`config.mk`:
```
export PLATFORM = sky130hd
export DESIGN_NAME = spike_pattern_decoder_flat
export DESIGN_NICKNAME = d
export VERILOG_FILES = /design/src/rtl/hopfield_pkg.sv /design/src/rtl/spike_pattern_decoder_if.sv /design/src/rtl/spike_pattern_decoder_rate_counter.sv /design/src/rtl/spike_pattern_decoder.sv /design/src/flat_wrapper.sv
export SDC_FILE = /design/constraint.sdc
export NUM_CORES = 1
export LEC_CHECK = 0
export BUFFER_PORTS_ARGS = -buffer_cell sky130_fd_sc_hd__buf_2
export CAP_MARGIN = 20
export CORE_UTILIZATION = 35
export DETAILED_ROUTE_END_ITERATION = 8
export SLEW_MARGIN = 20
export SYNTH_ARGS = -nofsm -noshare
export SYNTH_HDL_FRONTEND = slang
export SYNTH_SLANG_ARGS = --single-unit
export TNS_END_PERCENT = 50
```
`constraint.sdc`:
```
create_clock -name clk -period 13.5 [get_ports clk]
set_input_delay 1.35 -clock clk [delete_from_list [all_inputs] [get_ports clk]]
set_output_delay 1.35 -clock clk [all_outputs]
set_load 0.01 [all_outputs]
```
`src/rtl/hopfield_pkg.sv`:
```
// Shared defaults and FSM state type for the Hopfield spike-pattern readout.
package hopfield_pkg;
    localparam int unsigned N_DEF     = 7;
    localparam int unsigned CNT_W_DEF = 11;
    localparam int unsigned IDX_W_DEF = 3;

    typedef enum logic [1:0] {IDLE, ACCUM, LATCH} state_t;
endpackage

```
`src/rtl/spike_pattern_decoder_if.sv`:
```
// Result port of the spike pattern decoder: valid/ready handshake plus window result fields.
interface spike_pattern_decoder_if
    import hopfield_pkg::*;
#(
    parameter int unsigned N     = N_DEF,
    parameter int unsigned CNT_W = CNT_W_DEF,
    parameter int unsigned IDX_W = IDX_W_DEF
);
    logic             out_valid;
    logic             out_ready;
    logic [N-1:0]     out_pattern;
    logic [IDX_W-1:0] out_winner;
    logic [CNT_W-1:0] out_winner_count;
    logic             converged;
    logic             overrun;

    modport master (
        output out_valid, out_pattern, out_winner, out_winner_count, converged, overrun,
        input  out_ready
    );

    modport slave (
        input  out_valid, out_pattern, out_winner, out_winner_count, converged, overrun,
        output out_ready
    );
endinterface

```
`src/rtl/spike_pattern_decoder_rate_counter.sv`:
```
// Per-neuron rising-edge detector feeding a saturating spike counter.
module spike_rate_counter #(
    parameter int unsigned CNT_W = 11
) (
    input  logic             clk,
    input  logic             reset,
    input  logic             clr,
    input  logic             en,
    input  logic             spike,
    output logic [CNT_W-1:0] count
);
    logic prev;

    // prev tracks the input every cycle so a level held across window boundaries counts once
    always_ff @(posedge clk) begin
        if (reset) begin
            prev  <= 1'b0;
            count <= '0;
        end else begin
            prev <= spike;
            if (clr) begin
                count <= '0;
            end else if (en && spike && !prev && (count != '1)) begin
                count <= count + CNT_W'(1);
            end
        end
    end
endmodule

```
`src/rtl/spike_pattern_decoder.sv`:
```
// Windowed rate decoder: counts spikes, thresholds into a pattern, picks the winner, tracks convergence.
module spike_pattern_decoder
    import hopfield_pkg::*;
#(
    parameter int unsigned N      = N_DEF,
    parameter int unsigned WINDOW = 1024,
    parameter int unsigned CNT_W  = CNT_W_DEF,
    parameter int unsigned THRESH = 8,
    parameter int unsigned STABLE = 3,
    parameter int unsigned IDX_W  = IDX_W_DEF
) (
    input  logic                    clk,
    input  logic                    reset,
    input  logic                    run,
    input  logic [N-1:0]            spikes,
    spike_pattern_decoder_if.master result
);
    localparam int unsigned WCNT_W = $clog2(WINDOW);
    localparam int unsigned STAB_W = $clog2(STABLE + 1);
    localparam logic [WCNT_W-1:0] WIN_LAST = WCNT_W'(WINDOW - 1);

    state_t            state, state_next;
    logic [WCNT_W-1:0] wcnt, wcnt_next;
    logic              clr, en, start, latch;

    logic [CNT_W-1:0]  counts [N];
    logic [N-1:0]      pattern;
    logic [IDX_W-1:0]  best_idx;
    logic [CNT_W-1:0]  best_cnt;

    logic [STAB_W-1:0] stab_cnt, stab_inc, stab_next;
    logic              have_prev;

    for (genvar g = 0; g < N; g++) begin : g_cnt
        spike_rate_counter #(.CNT_W(CNT_W)) u_cnt (
            .clk   (clk),
            .reset (reset),
            .clr   (clr),
            .en    (en),
            .spike (spikes[g]),
            .count (counts[g])
        );
    end

    always_ff @(posedge clk) begin
        if (reset) begin
            state <= IDLE;
            wcnt  <= '0;
        end else begin
            state <= state_next;
            wcnt  <= wcnt_next;
        end
    end

    always_comb begin
        state_next = state;
        wcnt_next  = wcnt;
        clr        = 1'b0;
        en         = 1'b0;
        start      = 1'b0;
        latch      = 1'b0;
        unique case (state)
            IDLE: begin
                if (run) begin
                    state_next = ACCUM;
                    wcnt_next  = '0;
                    clr        = 1'b1;
                    start      = 1'b1;
                end
            end
            ACCUM: begin
                if (!run) begin
                    state_next = IDLE;
                end else begin
                    en = 1'b1;
                    if (wcnt == WIN_LAST) state_next = LATCH;
                    else                  wcnt_next  = wcnt + WCNT_W'(1);
                end
            end
            LATCH: begin
                latch      = 1'b1;
                clr        = 1'b1;
                wcnt_next  = '0;
                state_next = run ? ACCUM : IDLE;
            end
            default: state_next = IDLE;
        endcase
    end

    // strict '>' keeps the lowest index on ties
    always_comb begin
        pattern  = '0;
        best_idx = '0;
        best_cnt = counts[0];
        for (int unsigned i = 0; i < N; i++) begin
            pattern[i] = (32'(counts[i]) >= THRESH);
            if (counts[i] > best_cnt) begin
                best_cnt = counts[i];
                best_idx = IDX_W'(i);
            end
        end
    end

    always_comb begin
        stab_inc  = stab_cnt;
        if (32'(stab_cnt) < STABLE) stab_inc = stab_cnt + STAB_W'(1);
        stab_next = (have_prev && (pattern == result.out_pattern)) ? stab_inc : STAB_W'(1);
    end

    always_ff @(posedge clk) begin
        if (reset) begin
            result.out_valid        <= 1'b0;
            result.out_pattern      <= '0;
            result.out_winner       <= '0;
            result.out_winner_count <= '0;
            result.converged        <= 1'b0;
            result.overrun          <= 1'b0;
            stab_cnt                <= '0;
            have_prev               <= 1'b0;
        end else begin
            if (start) begin
                result.overrun   <= 1'b0;
                result.converged <= 1'b0;
                stab_cnt         <= '0;
                have_prev        <= 1'b0;
            end
            // a new result takes priority over a same-cycle handshake
            if (latch) begin
                result.out_pattern      <= pattern;
                result.out_winner       <= best_idx;
                result.out_winner_count <= best_cnt;
                result.converged        <= (32'(stab_next) >= STABLE);
                result.out_valid        <= 1'b1;
                stab_cnt                <= stab_next;
                have_prev               <= 1'b1;
                if (result.out_valid && !result.out_ready) result.overrun <= 1'b1;
            end else if (result.out_valid && result.out_ready) begin
                result.out_valid <= 1'b0;
            end
        end
    end
endmodule

```
`src/flat_wrapper.sv`:
```
// flat-port wrapper written by rule: the top's interface ports become plain ports
module spike_pattern_decoder_flat import hopfield_pkg::*;
#(
    parameter int unsigned N      = N_DEF,
    parameter int unsigned WINDOW = 1024,
    parameter int unsigned CNT_W  = CNT_W_DEF,
    parameter int unsigned THRESH = 8,
    parameter int unsigned STABLE = 3,
    parameter int unsigned IDX_W  = IDX_W_DEF
)
  (clk, reset, run, spikes, result_out_valid, result_out_pattern, result_out_winner, result_out_winner_count, result_converged, result_overrun, result_out_ready);
  spike_pattern_decoder_if #(.N(N), .CNT_W(CNT_W), .IDX_W(IDX_W)) result_i ();
  input  logic clk;
  input  logic reset;
  input  logic run;
  input  logic [N-1:0] spikes;
  output wire logic [$bits(result_i.out_valid)-1:0] result_out_valid;
  output wire logic [$bits(result_i.out_pattern)-1:0] result_out_pattern;
  output wire logic [$bits(result_i.out_winner)-1:0] result_out_winner;
  output wire logic [$bits(result_i.out_winner_count)-1:0] result_out_winner_count;
  output wire logic [$bits(result_i.converged)-1:0] result_converged;
  output wire logic [$bits(result_i.overrun)-1:0] result_overrun;
  input wire logic [$bits(result_i.out_ready)-1:0] result_out_ready;
  assign result_out_valid = result_i.out_valid;
  assign result_out_pattern = result_i.out_pattern;
  assign result_out_winner = result_i.out_winner;
  assign result_out_winner_count = result_i.out_winner_count;
  assign result_converged = result_i.converged;
  assign result_overrun = result_i.overrun;
  assign result_i.out_ready = result_out_ready;
  spike_pattern_decoder #(.N(N), .WINDOW(WINDOW), .CNT_W(CNT_W), .THRESH(THRESH), .STABLE(STABLE), .IDX_W(IDX_W)) u_core (.clk(clk), .reset(reset), .run(run), .spikes(spikes), .result(result_i));
endmodule
```
# Word level (Yosys, flattened, before mapping)
# Index checks and enable logic that the tools add are counted.
[totals]
mem_bits_ro = 0
n_memories = 0
ram_bits = 0
output_inout_bits = 24
input_bits = 11
reg_bits = 123
latch_bits = 0
[op_classes]
reduce_logical = 39
shift = 0
n_eq_ne = 15
bitwise = 0
addsub = 9
n_div = 0
muxes = 38
n_lt_le_gt_ge = 15
multipliers = 0
[op_table]
columns = ["op", "count"]
rows = [
  ["adder 11 x 1 -> 11 bit, second input constant", 7],
  ["greater-or-equal comparator 11 x 4 -> 1 bit, second input constant", 7],
  ["!= test 11 bit, second input constant", 7],
  ["greater-than comparator 11 bit", 6],
  ["two-way mux 11 bit", 6],
  ["two-way mux 10 bit", 3],
  ["one-hot mux 10 bit (3 select lines)", 1],
  ["logical AND 1 bit", 24],
  ["two-way mux 2 bit", 9],
  ["two-way mux 1 bit", 14],
  ["adder 10 x 1 -> 10 bit, second input constant", 1],
  ["equality test 10 bit, second input constant", 1],
  ["two-way mux 3 bit", 3],
  ["zero test 1 bit", 8],
  ["equality test 7 bit", 1],
  ["!= test 2 bit, second input constant", 3],
  ["one-hot mux 2 bit (3 select lines)", 1],
  ["AND reduction 4 bit", 1],
  ["nonzero test 2 bit", 2],
  ["!= test 3 x 2 -> 1 bit, second input constant", 1],
  ["nonzero test 3 bit", 1],
  ["adder 2 x 1 -> 2 bit, second input constant", 1],
  ["equality test 2 x 1 -> 1 bit, second input constant", 1],
  ["equality test 2 bit, second input constant", 1],
  ["6 further kinds", 6],
]

# Logic depth before layout (Yosys ltp)
# Gate-level depths: netlist (run 1).
[depth]
ltp_word = 12
ltp_mapped = 61
depth_no_buf = 55

# By module
# A second synthesis (run 1) with hierarchy kept.
[unflattened]
hier_cells = 1067
area_unflattened_um2 = 8779.7
[by_module_without_submodules]
columns = ["module", "n_inst", "cells_per_inst", "area_per_inst_um2", "seq_area_each_um2"]
rows = [
  ["spike_pattern_decoder", 1, 605, 4628.2, 780.7],
  ["spike_rate_counter", 7, 66, 593.1, 240.2],
]

# Worst setup path before layout (run 1)
# Ideal clock, no wire load.
[synth_path]
kind = "reg-to-reg"
startpoint = "reg u_core.g_cnt[0].u_cnt.count[5]"
endpoint = "reg u_core.result.out_winner[0]"
stages_incl_launch_ff = 57
setup_time_ps = 142
path_buffers = 6
setup_slack_ps = 1630
arrival_ps = 11727
cell_sequence = "dfxtp_1 inv_1 ha_1 nand4_2 a21o_1 a211o_1 o21ai_0 buf_2 mux2i_1 ha_1 a21oi_1 o21ai_0 a221o_1 nor2b_1 o21ai_0 o221a_2 buf_2 mux2_2 (+21 left out) a21oi_1 o21ai_0 a21oi_2 or3_1 buf_2 o21a_1 ha_1 nor2b_1 o21a_1 o21a_1 o21ai_0 nand2b_1 a21oi_1 o31ai_1 nor2b_1 or3_1 buf_1 o21ai_0"
[synth_via]
elab_chain_cells = 12
word_cells_on_any_way = 17
classes_between = "order compare (6); mux (11)"
[synth_rtl]
columns = ["item", "line_no", "rtl"]
rows = [
  ["from (decl)", "spike_pattern_decoder_rate_counter.sv:10", "output logic [CNT_W-1:0] count"],
  ["from (signal assigned)", "spike_pattern_decoder_rate_counter.sv:24", "count <= count + CNT_W'(1);"],
  ["greater-than comparator 11 bit", "spike_pattern_decoder.sv:97", "if (counts[i] > best_cnt) begin"],
  ["two-way mux 11 bit", "spike_pattern_decoder.sv:97", ""],
  ["greater-than comparator 11 bit", "spike_pattern_decoder.sv:97", ""],
  ["two-way mux 11 bit", "spike_pattern_decoder.sv:97", ""],
  ["greater-than comparator 11 bit", "spike_pattern_decoder.sv:97", ""],
  ["two-way mux 11 bit", "spike_pattern_decoder.sv:97", ""],
  ["greater-than comparator 11 bit", "spike_pattern_decoder.sv:97", ""],
  ["two-way mux 11 bit", "spike_pattern_decoder.sv:97", ""],
  ["greater-than comparator 11 bit", "spike_pattern_decoder.sv:97", ""],
  ["two-way mux 11 bit", "spike_pattern_decoder.sv:97", ""],
  ["greater-than comparator 11 bit", "spike_pattern_decoder.sv:97", ""],
  ["two-way mux 3 bit (*)", "spike_pattern_decoder.sv:97", ""],
  ["to (signal assigned)", "spike_pattern_decoder.sv:130", "result.out_winner <= best_idx;"],
  ["to (decl)", "spike_pattern_decoder_if.sv:18", "output out_valid, out_pattern, out_winner, out_winner_count, converged, overrun,"],
]
# Mark *: on every way between the ends. The rest lies on a longest branch, timed or not.
# A chain may end at the register's enable or synchronous reset.

# Final worst setup path (run 1)
[layout_path]
startpoint = "reg u_core.g_cnt[0].u_cnt.count[5]"
endpoint = "reg u_core.result.out_winner_count[6]"
[layout_via]
elab_chain_cells = 12
[layout_rtl]
columns = ["item", "line_no", "rtl"]
rows = [
  ["greater-than comparator 11 bit", "spike_pattern_decoder.sv:97", ""],
  ["two-way mux 11 bit (*)", "spike_pattern_decoder.sv:97", ""],
  ["greater-than comparator 11 bit", "spike_pattern_decoder.sv:97", ""],
  ["two-way mux 11 bit (*)", "spike_pattern_decoder.sv:97", ""],
  ["greater-than comparator 11 bit", "spike_pattern_decoder.sv:97", ""],
  ["two-way mux 11 bit (*)", "spike_pattern_decoder.sv:97", ""],
  ["greater-than comparator 11 bit", "spike_pattern_decoder.sv:97", ""],
  ["two-way mux 11 bit (*)", "spike_pattern_decoder.sv:97", ""],
  ["greater-than comparator 11 bit", "spike_pattern_decoder.sv:97", ""],
  ["two-way mux 11 bit (*)", "spike_pattern_decoder.sv:97", ""],
  ["greater-than comparator 11 bit", "spike_pattern_decoder.sv:97", ""],
  ["two-way mux 11 bit (*)", "spike_pattern_decoder.sv:97", ""],
  ["to (signal assigned)", "spike_pattern_decoder.sv:131", "result.out_winner_count <= best_cnt;"],
  ["to (decl)", "spike_pattern_decoder_if.sv:18", ""],
]
# Marks and branches as above.

==> flow_metrics.env, run 1 <==
export IMPL_antenna_found_initial=0
export IMPL_avgSynthCellArea_um2=8.23
export IMPL_critPathSlowestCell="or4_1"
export IMPL_ctsLongestPathBuffers=2
export IMPL_yosys_area_top_type_share_pct=31.1
export IMPL_tightestPinTransition_ns=0.960
export IMPL_drt_wl_total_um=21000
export IMPL_synth_edf_count=0
export IMPL_hold_buffers=0
export IMPL_ys_warn_count=0
export IMPL_path_common_cell="a21oi_1"
export IMPL_synth_cells=963
export IMPL_wl_per_cell_um=16.4
export IMPL_area_delta_synth_final_pct=14.1
export IMPL_async_reset_ff_share_pct=0
export IMPL_place_congestion=0.862
export IMPL_fin_hold_ws_ns=0.464
export IMPL_num_rows=54
export IMPL_die_w_um=152
export IMPL_synth_nets=1053
export IMPL_worstPathRequired_ns=13.85
export IMPL_ios=35
export IMPL_design_area_um2=9040
export IMPL_hp_class="reg -> reg"
export IMPL_cp_end_kind="flop"
export IMPL_grt_setup_unrepaired="no"
export IMPL_ys_types=61
export IMPL_grt_start_max_net_pins=86
export IMPL_viasPerCell=5.37
export IMPL_cts_made_buffers=17
export IMPL_track_usage_pct=18.5
export IMPL_synth_top_area_cell="dfxtp_1"
export IMPL_post_route_period_util_pct=91.7
export IMPL_use_met2_pct=28.9
export IMPL_power_density_nw_per_um2=98.9
export IMPL_dp_cells=1247
export IMPL_ys_ff_latch=123
export IMPL_hold_viol=0
export IMPL_final_nets=1077
export IMPL_grt_busiest_layer="met2"
export IMPL_dp_hpwl_um=15300
export IMPL_grt_overflow=0
export IMPL_fp_dieH_um=152
export IMPL_crit_family="compound AO/OA/AOI/OAI gates"
export IMPL_power_uw=895
export IMPL_max_freq_ghz=0.0807
export IMPL_worst_path_buf_inv=2
export IMPL_crit_fanout=18
export IMPL_ys_flop_type="dfxtp_1"
export IMPL_worstSkewPairLatency_ns=0.43
export IMPL_final_cells=1280
export IMPL_place_area_um2=8350
export IMPL_num_vias=6878
export IMPL_yosysSeqAreaShare_pct=31.1
export IMPL_ant_nets=0
export IMPL_grt_pass1_wl_um=34500
export IMPL_diodes=0
export IMPL_die_area_um2=23200
export IMPL_arrival_ns=12.74
export IMPL_outcome="complete, no violations"
export IMPL_cts_tree="built"
export IMPL_setup_tns_ns=0
export IMPL_cts_htree_levels=4
export IMPL_start_util_pct=36.0
export IMPL_clk_pin_slew_worst_paths_ns=0.06
export IMPL_core_area_um2=22000
export IMPL_cts_root_buf="clkbuf_16"
export IMPL_cap_violations=0
export IMPL_p_leak_uw=0.00341
export IMPL_firstDrtPassIters=6
export IMPL_slew_headroom_pct=36.0
export IMPL_dr_first_iter_drc_count=476
export IMPL_synthesis_area_um2=7920
export IMPL_cts_sinks=123
export IMPL_cpPeakStageDelay_ns=0.64
export IMPL_drive_above_1_share_pct=11.7
export IMPL_setup_viol=0
export IMPL_fin_worst_skew_ns=0.0123
export IMPL_grt_pass1_vias=6380
export IMPL_io_buffers=34
export IMPL_final_min_clock_period_ns=12.39
export IMPL_ir_drop_mv=0.0966
export IMPL_gr_usage_met3_pct=3.98
export IMPL_use_met1_pct=24.8
export IMPL_synth_area_top_cells="dfxtp_1 31%, ha_1 12%, nor2_1 5.6%, a21oi_1 4.2%, xnor2_1 3.9%"
export IMPL_crit_path_start_kind="flop"
export IMPL_maxSlewViolCount=0
export IMPL_drc_errors=0
export IMPL_crit_type="reg -> reg"
## placed cells by master, fill, tap and decap left out, drive strengths merged, types with 9 or more instances in the layout
cell type	synthesis	layout
inv	56	64
dfxtp	123	123
and3	19	19
a222oi	9	9
mux2	20	20
xnor2	35	35
nor2	118	118
o21a	17	17
nor3	22	22
nand4	29	29
nand2	75	75
nand3	39	39
xor2	27	27
a21oi	69	69
nor4	17	17
mux2i	18	18
o21ai	36	36
nand2b	9	9
clkbuf	24	17
o221ai	10	10
nor2b	19	19
or3	16	16
buf	10	38
ha	79	79
## path summary, 6_finish.rpt
check / start / endpoint / slack (ns) / depth (start not counted)
max reg2reg: u_core.g_cnt[0].u_cnt.count[5] / u_core.result.out_winner_count[6] / 1.11 / 52
min reg2reg: u_core.stab_cnt[0] / u_core.stab_cnt[1] / 0.46 / 2
min: u_core.stab_cnt[0] / u_core.stab_cnt[1] / 0.46 / 2
max: u_core.g_cnt[0].u_cnt.count[5] / u_core.result.out_winner_count[6] / 1.11 / 52
## cells by family after synthesis
family          after synthesis  synth area share [%]
compound gates              183                  15.9
buf+inv                      91                  4.42
mux                          38                  5.12
xor+xnor                     62                  6.85
flops                       123                  31.1
fa+ha+maj                    79                  12.5
simple gates                387                  24.2
## report_power, final
| part | leakage (µW) | switching, µW | internal, µW |
|---|---|---|---|
| Sequential | 0.000993 | 1.37 | 365 |
| Clock | 0.000308 | 194 | 298 |
| Combinational | 0.00211 | 24.5 | 11.5 |
## state kept, by name, summed over array words and instances (netlist names)
name	flops
u_core.g_cnt.u_cnt.count	77
u_core.result.out_winner_count	11
u_core.wcnt	10
u_core.g_cnt.u_cnt.prev	7
u_core.result.out_pattern	7
u_core.result.out_winner	3
u_core.stab_cnt	2
u_core.state	2
u_core.have_prev	1
u_core.result.converged	1
u_core.result.out_valid	1
u_core.result.overrun	1
## repair_timing
item / in CTS / in global routing
endpoints found under the hold margin: 0 / 0
setup buffers: 0 / 0
setup endpoints to repair: 0 / 14
gates resized for setup: 0 / 7
## worst min-delay path, cell delays in order (launching register included)
cell	delay, ns
dfxtp_1	0.32
nand2_1	0.05
nand2_1	0.05
## cell type report
class	count	area, µm²
Clock buffer	17	425
Clock inverter	15	203
Fill cell	2226	13000
Inverter	57	214
Multi-Input combinational cell	750	5190
Sequential cell	123	2460
Tap cell	280	350
Timing Repair Buffer	38	200
## per-stage QoR
step,utilization (%),setup slack (ns)
after floorplan,-,1.63
after global placement,37.9,0.628
after detailed placement,37.9,0.357
after CTS,40.8,0.268
after global routing,41.0,0.0115
final,41.0,1.11
## Yosys cell counts, drive strengths merged (2+ instances only)
| cell type | number |
|---|---|
| or3 | 16 |
| a21o | 5 |
| a21oi | 69 |
| a222oi | 9 |
| nor2b | 19 |
| xor2 | 27 |
| nor2 | 118 |
| mux2i | 18 |
| o31ai | 6 |
| a21boi | 3 |
| nand4 | 29 |
| xnor2 | 35 |
| ha | 79 |
| a41oi | 3 |
| o221ai | 10 |
| nand3b | 5 |
| a211oi | 2 |
| dfxtp | 123 |
| or4 | 2 |
| nand3 | 39 |
| and2 | 5 |
| o21ai | 36 |
| o21bai | 4 |
| and3 | 19 |
| buf | 10 |
| nand2 | 75 |
| clkbuf | 24 |
| o21a | 17 |
| nor3 | 22 |
| nor3b | 6 |
| a2111oi | 4 |
| a31oi | 2 |
| inv | 56 |
| nor4 | 17 |
| a211o | 2 |
| and4 | 5 |
| mux2 | 20 |
| nand2b | 9 |
## routing by layer
layer / wire (µm) / up-vias
met5: 0 / -
met2: 9350 / 159
met1: 10300 / 3200
met3: 943 / 29
met4: 479 / 0
li1: - / 3490
No activity file was read; power rests on OpenSTA's default activity.
==> run 2: changes to the inputs <==
CTS_BUF_LIST = sky130_fd_sc_hd__clkbuf_16   (was not set)
GPL_ROUTABILITY_DRIVEN = 0   (was not set)
GPL_TIMING_DRIVEN = 0   (was not set)
==> flow_metrics.env, run 2 (synthesis gave the netlist of run 1 again) <==
export IMPL_cpPeakStageDelay_ns=0.54
export IMPL_setup_viol=0
export IMPL_io_buffers=33
export IMPL_crit_fanout=10
export IMPL_drive_above_1_share_pct=11.9
export IMPL_start_util_pct=36.0
export IMPL_slew_headroom_pct=40.5
export IMPL_ant_nets=0
export IMPL_crit_type="reg -> reg"
export IMPL_gr_usage_met3_pct=3.78
export IMPL_area_delta_synth_final_pct=14.9
export IMPL_tightestPinTransition_ns=0.885
export IMPL_ctsLongestPathBuffers=2
export IMPL_cts_tree="built"
export IMPL_fin_worst_skew_ns=0.0122
export IMPL_post_route_period_util_pct=93.9
export IMPL_maxSlewViolCount=0
export IMPL_ios=35
export IMPL_drc_errors=0
export IMPL_rrSetupSlack_ns=0.83
export IMPL_core_area_um2=22000
export IMPL_clk_pin_slew_worst_paths_ns=0.07
export IMPL_arrival_ns=13.01
export IMPL_cp_end_kind="flop"
export IMPL_final_cell_mix="123 x dfxtp_1, 118 x nor2_1, 79 x ha_1, 75 x nand2_1, 65 x a21oi_1"
export IMPL_intPower_uw=637
export IMPL_grt_overflow=0
export IMPL_die_area_um2=23200
export IMPL_fp_dieH_um=152
export IMPL_hp_class="reg -> reg"
export IMPL_grt_busiest_layer="met2"
export IMPL_largest_reg_flops=77
export IMPL_track_usage_pct=19.1
export IMPL_layout_commonest_cell="dfxtp_1"
export IMPL_dp_hpwl_um=16300
export IMPL_outcome="complete, no violations"
export IMPL_cts_sinks=123
export IMPL_wl_per_cell_um=16.4
export IMPL_hold_viol=0
export IMPL_design_area_um2=9100
export IMPL_cts_made_buffers=17
export IMPL_clock_power_share_pct=52.8
export IMPL_firstDrtPassIters=5
export IMPL_power_switching_uw=222
export IMPL_viasPerCell=5.37
export IMPL_path_common_cell="a21oi_1"
export IMPL_use_met1_pct=25.0
export IMPL_p_sw_share_pct=25.8
export IMPL_worstSkewPairLatency_ns=0.43
export IMPL_drt_wl_total_um=21600
export IMPL_power_density_nw_per_um2=94.5
export IMPL_n_fill_cell=2268
export IMPL_dp_cells=1276
export IMPL_cts_root_buf="clkbuf_16"
export IMPL_grt_pass1_wl_um=35000
export IMPL_cts_htree_levels=4
export IMPL_final_min_clock_period_ns=12.67
export IMPL_use_met2_pct=31.0
export IMPL_ir_drop_mv=0.0857
export IMPL_seq_power_share_pct=42.6
export IMPL_reg_largest_list="u_core.g_cnt.u_cnt.count x77, u_core.result.out_winner_count x11, u_core.wcnt x10"
export IMPL_place_area_um2=8440
export IMPL_diodes=0
export IMPL_final_cells=1312
export IMPL_grt_start_max_net_pins=17
export IMPL_num_rows=54
export IMPL_final_util_pct=41.3
export IMPL_antenna_found_initial=0
export IMPL_grt_pass1_vias=6690
export IMPL_final_nets=1109
export IMPL_die_w_um=152
export IMPL_max_freq_ghz=0.0789
export IMPL_cap_violations=0
export IMPL_p_comb_share_pct=4.7
export IMPL_crit_path_start_kind="flop"
export IMPL_critPathSlowestCell="or4_1"
export IMPL_num_vias=7049
export IMPL_setup_tns_ns=0
export IMPL_fin_hold_ws_ns=0.465
export IMPL_worstPathRequired_ns=13.84
export IMPL_top_register="u_core.g_cnt.u_cnt.count"
export IMPL_dr_first_iter_drc_count=478
export IMPL_p_leak_uw=0.00345
[run 2: per-stage QoR]
step | total power, µW | worst slack [ns]
after CTS | 866 | 0.0418
final | 860 | 0.827
after global placement | 412 | -0.453
after global routing | 889 | -0.000242
after detailed placement | 412 | -0.517
after floorplan | 400 | 1.63
[run 2: power by group through the flow]
stage,Sequential (µW),Clock (µW),Combinational [µW]
2_1_floorplan,374,0,26.1
3_3_place_gp,374,0,37.8
3_5_place_dp,374,0,37.7
4_1_cts,366,462,38.1
5_1_grt,366,479,44.1
6_report,366,454,40.1
[run 2: worst paths after layout]
check | startpoint | to | cells after the start
max | u_core.g_cnt[0].u_cnt.count[5] | u_core.result.out_winner_count[6] | 56
min | u_core.stab_cnt[0] | u_core.stab_cnt[1] | 2
max reg2reg | u_core.g_cnt[0].u_cnt.count[5] | u_core.result.out_winner_count[6] | 56
min reg2reg | u_core.stab_cnt[0] | u_core.stab_cnt[1] | 2
[run 2: repair_timing]
item	CTS	global route
gates resized for setup	3	17
setup buffers	0	5
pin swaps	0	2
endpoints found under the setup margin	12	14
hold buffers	0	0
[run 2: area by class of cell]
cell class | instances | area, µm² | area share [%]
inverters | 57 | 214 | 2.35
clock inverters | 15 | 153 | 1.68
well taps | 280 | 350 | 3.85
multi-input cells | 749 | 5150 | 56.6
flip-flops and latches | 123 | 2460 | 27.1
plain buffers | 33 | 144 | 1.58
repair buffers | 38 | 203 | 2.23
clock buffers | 17 | 425 | 4.67
[run 2: layer usage]
metal | part of all wire, % | vias to the layer above
met2 | 45 | 179
met4 | 2.3 | 0
met3 | 5.2 | 42
met5 | 0 | -
li1 | - | 3550
met1 | 47 | 3278
[run 2: worst max-delay path: cells and delay by family (launching register included)]
family                     cells  cell delay [ns]
buffers and inverters          7             1.49
muxes                          3             1.04
AOI/OAI and AO/OA             30             5.73
DFF                            1             0.45
adders and majority gates      6             1.88
and+or+nand+nor               10             2.00
==> run 3: changes to the inputs <==
BUFFER_PORTS_ARGS = -buffer_cell sky130_fd_sc_hd__clkbuf_2   (was -buffer_cell sky130_fd_sc_hd__buf_2)
==> flow_metrics.env, run 3 (synthesis gave the netlist of run 1 again) <==
export IMPL_outcome="complete, no violations"
export IMPL_path_common_cell="a21oi_1"
export IMPL_hp_class="reg -> reg"
export IMPL_antenna_found_initial=0
export IMPL_largest_reg_flops=77
export IMPL_tightestPinTransition_ns=0.912
export IMPL_core_area_um2=22000
export IMPL_cts_tree="built"
export IMPL_hold_buffers=0
export IMPL_design_area_um2=9120
export IMPL_grt_start_max_net_pins=17
export IMPL_grt_overflow=0
export IMPL_worst_path_buf_inv=7
export IMPL_drt_wl_total_um=21800
export IMPL_cp_end_kind="flop"
export IMPL_hold_viol=0
export IMPL_power_density_nw_per_um2=96.4
export IMPL_viasPerCell=5.39
export IMPL_final_cell_mix="123 x dfxtp_1, 118 x nor2_1, 79 x ha_1, 75 x nand2_1, 65 x a21oi_1"
export IMPL_slew_headroom_pct=38.6
export IMPL_drive_above_1_share_pct=11.7
export IMPL_max_freq_ghz=0.0780
export IMPL_cts_htree_levels=4
export IMPL_cts_root_buf="clkbuf_16"
export IMPL_crit_type="reg -> reg"
export IMPL_arrival_ns=13.16
export IMPL_reg_largest_list="u_core.g_cnt.u_cnt.count x77, u_core.result.out_winner_count x11, u_core.wcnt x10"
export IMPL_rr_worst_depth=57
export IMPL_clk_pin_slew_worst_paths_ns=0.06
export IMPL_dr_first_iter_drc_count=514
export IMPL_crit_path_start_kind="flop"
export IMPL_cpPeakStageDelay_ns=0.54
export IMPL_ios=35
export IMPL_num_rows=54
export IMPL_num_vias=7069
export IMPL_grt_pass1_wl_um=35200
export IMPL_ant_nets=0
export IMPL_r2r_start="u_core.g_cnt[0].u_cnt.count[5]"
export IMPL_cp_depth=57
export IMPL_worstPathRequired_ns=13.84
export IMPL_fp_dieH_um=152
export IMPL_diodes=0
export IMPL_hold_path_depth=2
export IMPL_ctsLongestPathBuffers=2
export IMPL_drc_errors=0
export IMPL_firstDrtPassIters=7
export IMPL_final_min_clock_period_ns=12.82
export IMPL_area_delta_synth_final_pct=15.1
export IMPL_die_area_um2=23200
export IMPL_final_nets=1110
export IMPL_start_util_pct=36.0
export IMPL_track_usage_pct=19.1
export IMPL_critPathSlowestCell="or4_1"
export IMPL_cp_startpoint="u_core.g_cnt[0].u_cnt.count[5]"
export IMPL_cts_made_buffers=17
export IMPL_worstSkewPairLatency_ns=0.43
export IMPL_p_leak_uw=0.00344
export IMPL_place_area_um2=8440
export IMPL_final_util_pct=41.4
export IMPL_cts_sinks=123
export IMPL_ir_drop_mv=0.0859
export IMPL_io_buffers=33
export IMPL_top_register="u_core.g_cnt.u_cnt.count"
export IMPL_layout_commonest_cell="dfxtp_1"
export IMPL_dp_hpwl_um=16300
export IMPL_die_w_um=152
export IMPL_cap_violations=0
export IMPL_post_route_period_util_pct=95.0
export IMPL_crit_family="compound AO/OA/AOI/OAI gates"
export IMPL_grt_pass1_vias=6701
export IMPL_hold_start="u_core.stab_cnt[0]"
export IMPL_crit_fanout=10
export IMPL_setup_viol=0
export IMPL_wl_per_cell_um=16.6
export IMPL_maxSlewViolCount=0
export IMPL_fin_worst_skew_ns=0.0106
run 3: cell type report:
cell class,count,area [µm²]
Tap cell,280,350
Multi-Input combinational cell,749,5150
Sequential cell,123,2460
Fill cell,2266,12900
Inverter,57,214
Clock buffer,17,425
Timing Repair Buffer,39,210
Buffer,33,139
Clock inverter,13,165
run 3: worst paths after layout:
path	to	slack (ns)
min reg2reg	u_core.stab_cnt[1]	0.46
max reg2reg	u_core.result.out_winner_count[7]	0.68
max	u_core.result.out_winner_count[7]	0.68
min	u_core.stab_cnt[1]	0.46
run 3: worst register-to-register path: cells and delay by family (launching register included):
family	cells	cell delay (ns)
AO/OA/AOI/OAI	30	5.67
adder cells (fa/ha/maj)	6	1.87
multiplexers	3	1.08
AND/OR/NAND/NOR	11	2.08
flip-flops	1	0.45
buffers and inverters	7	1.61
run 3: per-stage QoR:
stage	TNS [ns]	std cells	total power, µW	hold WS [ns]	setup slack [ns]
after floorplan	0	963	400	0.431	1.63
after global placement	-4.83	1276	412	0.444	-0.480
after detailed placement	-5.55	1276	412	0.454	-0.559
after CTS	0	1305	884	0.462	0.0271
after global routing	-0.0836	1311	906	0.489	-0.0212
final	0	1311	879	0.464	0.678
run 3: repair_timing:
action,4_1_cts,5_1_grt
gates resized for setup,3,14
cloned,0,0
setup buffers,0,6
setup endpoints to repair,12,14
pin swaps,0,2
run 3: where the power goes:
group | leakage, µW | total [µW] | internal (µW) | switching, µW
registers | 0.000993 | 366 | 365 | 1.21
clock network | 0.000282 | 472 | 290 | 182
logic | 0.00216 | 40.7 | 13.5 | 27.2
total | 0.00344 | 879 | 668 | 211
run 3: layer usage:
metal,wire length [µm],part of all wire (%),up-vias,GRT usage [%]
met5,0,0,-,0
met4,443,2.0,0,5.92
met3,1100,5.1,33,4.12
met2,9930,46,187,30.7
met1,10300,47,3287,25.6
li1,-,-,3562,-
